$ cat src/rtl/stopwatch_pkg.sv
// Shared types and constants for the stopwatch controller.
//   state_t   : controller states (idle, running, paused)
//   SEG7_LUT  : abcdefg segment codes (a = bit 6, active-high) for digits 0-9
//   DIGIT_SEL : active-low digit enables for scan slots 0 (ones) .. 3 (thousands)
//   bcd_inc   : single BCD digit increment returning {carry, next digit}
package stopwatch_pkg;

  typedef enum logic [1:0] {
    StIdle  = 2'd0,
    StRun   = 2'd1,
    StPause = 2'd2
  } state_t;

  // Element 0 is the rightmost entry of each concatenation.
  localparam logic [9:0][6:0] SEG7_LUT = {
    7'h7B, 7'h7F, 7'h70, 7'h5F, 7'h5B, 7'h33, 7'h79, 7'h6D, 7'h30, 7'h7E
  };

  localparam logic [3:0][3:0] DIGIT_SEL = {4'b1110, 4'b1101, 4'b1011, 4'b0111};

  function automatic logic [4:0] bcd_inc(input logic [3:0] digit);
    logic [4:0] res;
    if (digit >= 4'd9) begin
      res = {1'b1, 4'd0};
    end else begin
      res = {1'b0, digit + 4'd1};
    end
    return res;
  endfunction

endpackage

$ cat src/rtl/btn_sync_edge.sv
// Button conditioner: 2-flop synchronizer followed by a rising-edge detector.
//   clk_i   : system clock
//   rst_i   : asynchronous active-high reset
//   btn_i   : raw button level, asynchronous to clk_i
//   pulse_o : single-cycle pulse per press, valid 2 cycles after the first
//             clock edge that samples btn_i high
module btn_sync_edge (
  input  logic clk_i,
  input  logic rst_i,
  input  logic btn_i,
  output logic pulse_o
);

  logic r_meta;
  logic r_sync;
  logic r_prev;

  always_ff @(posedge clk_i or posedge rst_i) begin
    if (rst_i) begin
      r_meta <= 1'b0;
      r_sync <= 1'b0;
      r_prev <= 1'b0;
    end else begin
      r_meta <= btn_i;
      r_sync <= r_meta;
      r_prev <= r_sync;
    end
  end

  assign pulse_o = r_sync & ~r_prev;

endmodule

$ cat src/rtl/stopwatch_ctrl.sv
// Stopwatch controller: start/stop/clear FSM, 1-second prescaler, 4-digit BCD
// counter and time-multiplexed seven-segment scan.
//   clk_i         : system clock
//   rst_i         : asynchronous active-high reset
//   start_stop_i  : raw start/stop button level
//   clear_i       : raw clear button level
//   running_o     : high while in RUN (registered)
//   bcd_o         : count, [15:12] thousands .. [3:0] ones
//   wrap_o        : one-cycle pulse with bcd_o on the 9999 -> 0000 rollover
//   led_segment_o : segments abcdefg, active-low
//   digit_o       : digit enables, active-low
module stopwatch_ctrl
  import stopwatch_pkg::*;
#(
  parameter int unsigned TICK_DIV = 50000000,
  parameter int unsigned SCAN_DIV = 8192
) (
  input  logic        clk_i,
  input  logic        rst_i,
  input  logic        start_stop_i,
  input  logic        clear_i,
  output logic        running_o,
  output logic [15:0] bcd_o,
  output logic        wrap_o,
  output logic [6:0]  led_segment_o,
  output logic [3:0]  digit_o
);

  localparam int unsigned PW = $clog2(TICK_DIV);
  // Keep at least one bit so SCAN_DIV = 1 still elaborates.
  localparam int unsigned SW = (SCAN_DIV > 1) ? $clog2(SCAN_DIV) : 1;

  logic w_ss_evt;
  logic w_clr_evt;

  btn_sync_edge u_ss_sync (
    .clk_i   (clk_i),
    .rst_i   (rst_i),
    .btn_i   (start_stop_i),
    .pulse_o (w_ss_evt)
  );

  btn_sync_edge u_clr_sync (
    .clk_i   (clk_i),
    .rst_i   (rst_i),
    .btn_i   (clear_i),
    .pulse_o (w_clr_evt)
  );

  state_t        r_state;
  state_t        w_state_d;
  logic          w_clr_cnt;
  logic          r_running;
  logic [PW-1:0] r_presc;
  logic [PW-1:0] w_presc_d;
  logic          w_tick;
  logic [15:0]   r_bcd;
  logic [15:0]   w_bcd_inc;
  logic [4:0]    w_inc [4];
  logic          w_all_carry;
  logic          r_wrap;

  // Clear only acts from PAUSE; in RUN start/stop takes precedence and the
  // clear is dropped, in PAUSE the clear takes precedence.
  always_comb begin
    w_state_d = r_state;
    w_clr_cnt = 1'b0;
    unique case (r_state)
      StIdle: begin
        if (w_ss_evt) w_state_d = StRun;
      end
      StRun: begin
        if (w_ss_evt) w_state_d = StPause;
      end
      StPause: begin
        if (w_clr_evt) begin
          w_state_d = StIdle;
          w_clr_cnt = 1'b1;
        end else if (w_ss_evt) begin
          w_state_d = StRun;
        end
      end
      default: w_state_d = StIdle;
    endcase
  end

  assign w_tick = (r_state == StRun) && (r_presc == PW'(TICK_DIV - 1));

  // Prescaler holds in PAUSE so a resumed run keeps its partial second; it is
  // forced to zero in IDLE so every fresh start gets a full first second.
  always_comb begin
    w_presc_d = r_presc;
    if (r_state == StRun) begin
      w_presc_d = w_tick ? '0 : r_presc + 1'b1;
    end else if ((r_state == StIdle) || w_clr_cnt) begin
      w_presc_d = '0;
    end
  end

  // Ripple BCD increment: a digit advances only when every lower digit wraps.
  always_comb begin
    w_bcd_inc   = r_bcd;
    w_all_carry = 1'b1;
    for (int i = 0; i < 4; i++) begin
      w_inc[i] = bcd_inc(r_bcd[4*i +: 4]);
      if (w_all_carry) w_bcd_inc[4*i +: 4] = w_inc[i][3:0];
      w_all_carry = w_all_carry & w_inc[i][4];
    end
  end

  always_ff @(posedge clk_i or posedge rst_i) begin
    if (rst_i) begin
      r_state   <= StIdle;
      r_running <= 1'b0;
      r_presc   <= '0;
      r_bcd     <= '0;
      r_wrap    <= 1'b0;
    end else begin
      r_state   <= w_state_d;
      r_running <= (w_state_d == StRun);
      r_presc   <= w_presc_d;
      r_wrap    <= w_tick & w_all_carry;
      if (w_clr_cnt) begin
        r_bcd <= '0;
      end else if (w_tick) begin
        r_bcd <= w_bcd_inc;
      end
    end
  end

  // Scan: sub-slot counter plus slot index together form a counter modulo
  // 4*SCAN_DIV whose quotient by SCAN_DIV is the slot.
  logic [SW-1:0] r_scan_cnt;
  logic [1:0]    r_slot;
  logic [3:0]    w_cur_digit;
  logic [3:0]    r_digit;
  logic [6:0]    r_seg;

  always_ff @(posedge clk_i or posedge rst_i) begin
    if (rst_i) begin
      r_scan_cnt <= '0;
      r_slot     <= 2'd0;
    end else if (r_scan_cnt == SW'(SCAN_DIV - 1)) begin
      r_scan_cnt <= '0;
      r_slot     <= r_slot + 2'd1;
    end else begin
      r_scan_cnt <= r_scan_cnt + 1'b1;
    end
  end

  always_comb begin
    w_cur_digit = r_bcd[3:0];
    unique case (r_slot)
      2'd0: w_cur_digit = r_bcd[3:0];
      2'd1: w_cur_digit = r_bcd[7:4];
      2'd2: w_cur_digit = r_bcd[11:8];
      2'd3: w_cur_digit = r_bcd[15:12];
      default: w_cur_digit = r_bcd[3:0];
    endcase
  end

  // Enables and segments share one register stage so they always switch in
  // the same cycle.
  always_ff @(posedge clk_i or posedge rst_i) begin
    if (rst_i) begin
      r_digit <= 4'b1111;
      r_seg   <= 7'h7F;
    end else begin
      r_digit <= DIGIT_SEL[r_slot];
      r_seg   <= ~SEG7_LUT[w_cur_digit];
    end
  end

  assign running_o     = r_running;
  assign bcd_o         = r_bcd;
  assign wrap_o        = r_wrap;
  assign led_segment_o = r_seg;
  assign digit_o       = r_digit;

endmodule

$ cat config.mk
export PLATFORM = sky130hd
export DESIGN_NAME = stopwatch_ctrl
export DESIGN_NICKNAME = d
export VERILOG_FILES = /design/src/rtl/stopwatch_pkg.sv /design/src/rtl/btn_sync_edge.sv /design/src/rtl/stopwatch_ctrl.sv
export SDC_FILE = /design/constraint.sdc
export NUM_CORES = 1
export LEC_CHECK = 0
export CAP_MARGIN = 25
export CORE_MARGIN = 5
export CORE_UTILIZATION = 53
export DETAILED_ROUTE_END_ITERATION = 10
export PLACE_DENSITY_LB_ADDON = 0.1
export REMOVE_ABC_BUFFERS = 1
export SYNTH_ARGS = -nofsm -noshare
export SYNTH_HDL_FRONTEND = slang
export SYNTH_HIERARCHICAL = 1
export SYNTH_SLANG_ARGS = --single-unit
$ cat constraint.sdc
create_clock -name clk_i -period 2.7 [get_ports clk_i]
set_clock_uncertainty 0.2 [all_clocks]
set_input_delay 0.54 -clock clk_i [delete_from_list [all_inputs] [get_ports clk_i]]
set_output_delay 0.54 -clock clk_i [all_outputs]
set_load 0.02 [all_outputs]
==> summary.md <==
| Metric | Value |
|---|---|
| Port bufs | 32 |
| Final Max Tran Viols | 0 |
| Initial antenna violation count | 0 |
| Hold buffers post-CTS | 0 |
| Area leader, netlist | dfrtp_1 |
| H-tree levels | 3 |
| Final WL | 8750 um |
| FF/Latch Area | 1970 um^2 |
| Yosys reg bits | 78 |
| Hold Crit Depth | 0 |
| Fin util | 64.4% |
| DR WL/cell | 15.1 um |
| Final Hold Viols | 0 |
| Final setup vio count | 0 |
| Routed Antenna Nets | 0 |
| Post-synthesis sequential area ratio | between 40% and 50% |
| Syn Area/Cell | 9.84 um^2 |
| Share of layout cells above drive strength 1 | 14.3% |
| First-pass GRT wire length | 14900 um |
| Post-synthesis cell type count | 52 |
| Critical path class | reg -> reg |
| Cts repair resizes | 0 |
| EDFF count, synth | 0 |
| Status | completed |
| Dominant cell by count in the synthesized netlist | dfrtp_1 |
| PD cells | 509 nW/um^2 |
| Pin count of the biggest net entering global routing | 41 |
| Row cnt | 32 |
| Worst Tran Pin Value | 0.651 ns |
| Later-pin clock latency in the skew report | 0.35 ns |
| Post-DP HPWL | 6180 um |
| Via count | between 3000 and 4000 |
| Fraction of registers with async set/reset | 100% |
| Num CTS Buffers | 9 |
| Slew HR | 55.3% |
| Boundary Pins | 33 |
| Cell Area, Synth | 4170 um^2 |
| Hold Path Class | reg -> reg |
| Drt pass-1 iters | 4 |
| FILL cells | 641 |
| Startpoint types | flip-flop |
| Initial core utilization | 54.3% |
| Die width | 98.7 um |
| Clock-pin slew on the worst setup and hold paths | 0.08 ns |
| Clock Path Buffers | 2 |
| Max Freq | 0.381 GHz |
| Max-Cap Viols | 0 |
| YS warnings | 6 |
| Root Driver | clkbuf_8 |
| Num Clock Sinks | 78 |
| RD Place Congestion | 0.979 |
| Die area | 9750 um^2 |
| Tmin final | 2.63 ns |
| Antenna Cells | 0 |
| Post-CTS Setup Inserts | 0 |
| Worst EP required | about 2.8 ns |
| Unrepaired setup endpoints after global routing | yes |
| DIE HEIGHT | 98.7 um |
| Arrival time worst endpoint | 2.71 ns |
| Via density | 5.73 |
| Non-Filler Instances | 578 |
| Dpl cells | about 560 |
| Final worst path period share | 97.3% |
| Crit end category | flip-flop |
| Area Overhead vs Synth | 18.7% |
| Grt ovf | 0 |
| CTS tree | yes |
| Reg2Reg Depth | 5 |
| Remaining DRCs | 0 |
| Peak VDD IR | 0.453 mV |
| Crit-path max FO | 6 |
| Post-synthesis cell count | 424 |
| Top cells by count, synth | dfrtp_1, nand2_1, nor2_1 |
| 1st-iter DRT viols | 165 |
| Area of the multi-input gates | 2060 um^2 |
| Leakage Power | 2.15 nW |
| Top cell type's share of synthesized area | 40.2% |
| Core Box Area | 7690 um^2 |
| Tot GR Track Use | 18.7% |
| Nets | 499 |
| Vias in the first global route | 3142 |
| Cells taking the most area after synthesis | dfrtp_1, ha_1, dfstp_2, nand2_1, a31oi_1 |
| Most used DFF post-synth | dfrtp_1 |
## kinds of logic (layout without fill, tap and decap cells)
logic type	after synthesis	in the layout	synth area share, %
buf+inv	43	95	4.08
xor+xnor	15	15	3.15
flops	78	78	47.1
compound gates	87	87	13.6
fa+ha+maj	24	24	7.20
mux	12	12	3.00
simple gates	165	165	21.9
## state kept, by name, indices dropped and copies added, names as in the netlist
name               flops
u_ss_sync/r_meta       1
led_segment_o          7
r_state                2
wrap_o                 1
u_clr_sync/r_prev      1
r_slot                 2
running_o              1
u_ss_sync/r_prev       1
u_clr_sync/r_sync      1
r_scan_cnt            13
digit_o                4
r_presc               26
u_ss_sync/r_sync       1
u_clr_sync/r_meta      1
bcd_o                 16
## cell type report
cell class / count / area share, %
Clock inverter: 6 / 1.89
Sequential cell: 78 / 39.7
Multi-Input combinational cell: 303 / 41.5
Inverter: 28 / 2.12
Tap cell: 102 / 2.58
Timing Repair Buffer: 51 / 9.60
Clock buffer: 10 / 2.58
## per-stage QoR
step                total power [W]  hold WS, ns  instance area (um^2)  setup WS, ns  setup TNS [ns]
finish                      0.00252        0.155                  4950        0.0736               0
floorplan                   0.00145       0.0936                  4110        0.0509               0
global route                0.00263        0.162                  4950      -0.00498        -0.00498
CTS                         0.00254        0.156                  4940        0.0446               0
global placement            0.00155        0.133                  4710        0.0944               0
detailed placement          0.00156        0.136                  4710        0.0587               0
## power breakdown
part	switching (W)	leakage [nW]	internal (W)
combinational	0.000195	1.03	0.0000981
sequential	0.0000399	1.02	0.00121
clock	0.000453	0.107	0.000528
## final timing paths
| kind | from | endpoint | slack, ns |
|---|---|---|---|
| worst max-delay path | r_presc[11]$_DFFE_PP0P_ | bcd_o[5]$_DFFE_PP0P_ | 0.07 |
| worst min-delay path | u_clr_sync/r_meta$_DFF_PP0_ | u_clr_sync/r_sync$_DFF_PP0_ | 0.16 |
| worst max register to register | r_presc[11]$_DFFE_PP0P_ | bcd_o[5]$_DFFE_PP0P_ | 0.07 |
| worst min register to register | u_clr_sync/r_meta$_DFF_PP0_ | u_clr_sync/r_sync$_DFF_PP0_ | 0.16 |
| max in group asynchronous | rst_i | digit_o[1]$_DFF_PP1_ | 1.32 |
| min in group asynchronous | rst_i | u_ss_sync/r_sync$_DFF_PP0_ | 0.24 |
## per-layer routing
layer	up-vias	part of all wire, %	GRT usage, %
met5	-	0	0
met4	0	1.9	7.46
met1	1602	45	25.5
met2	74	48	29.8
li1	1621	-	-
met3	16	4.8	3.11
## cells in the final DEF, fill, tap and decap left out, types with 5 or more instances in the layout
master / instances
a21oi_1: 21
a31oi_1: 18
and2_1: 8
and3_1: 5
and4_1: 6
buf_4: 18
clkbuf_8: 9
clkdlybuf4s50_1: 32
dfrtp_1: 67
dfstp_2: 11
ha_1: 24
inv_1: 27
mux2i_1: 8
nand2_1: 43
nand2b_1: 5
nand3_1: 13
nand4_1: 16
nor2_1: 30
nor4_1: 6
o21ai_0: 19
or3_1: 6
xnor2_1: 8
xor2_1: 7
## worst max-delay path, cell delays in order, from the launching register on
cell     delay (ns)
dfrtp_1        0.44
or4_4          0.51
or4_4          0.58
nor4_4         0.38
mux2_2         0.39
nor2_1         0.08
Power figures use the tool's default switching activity.
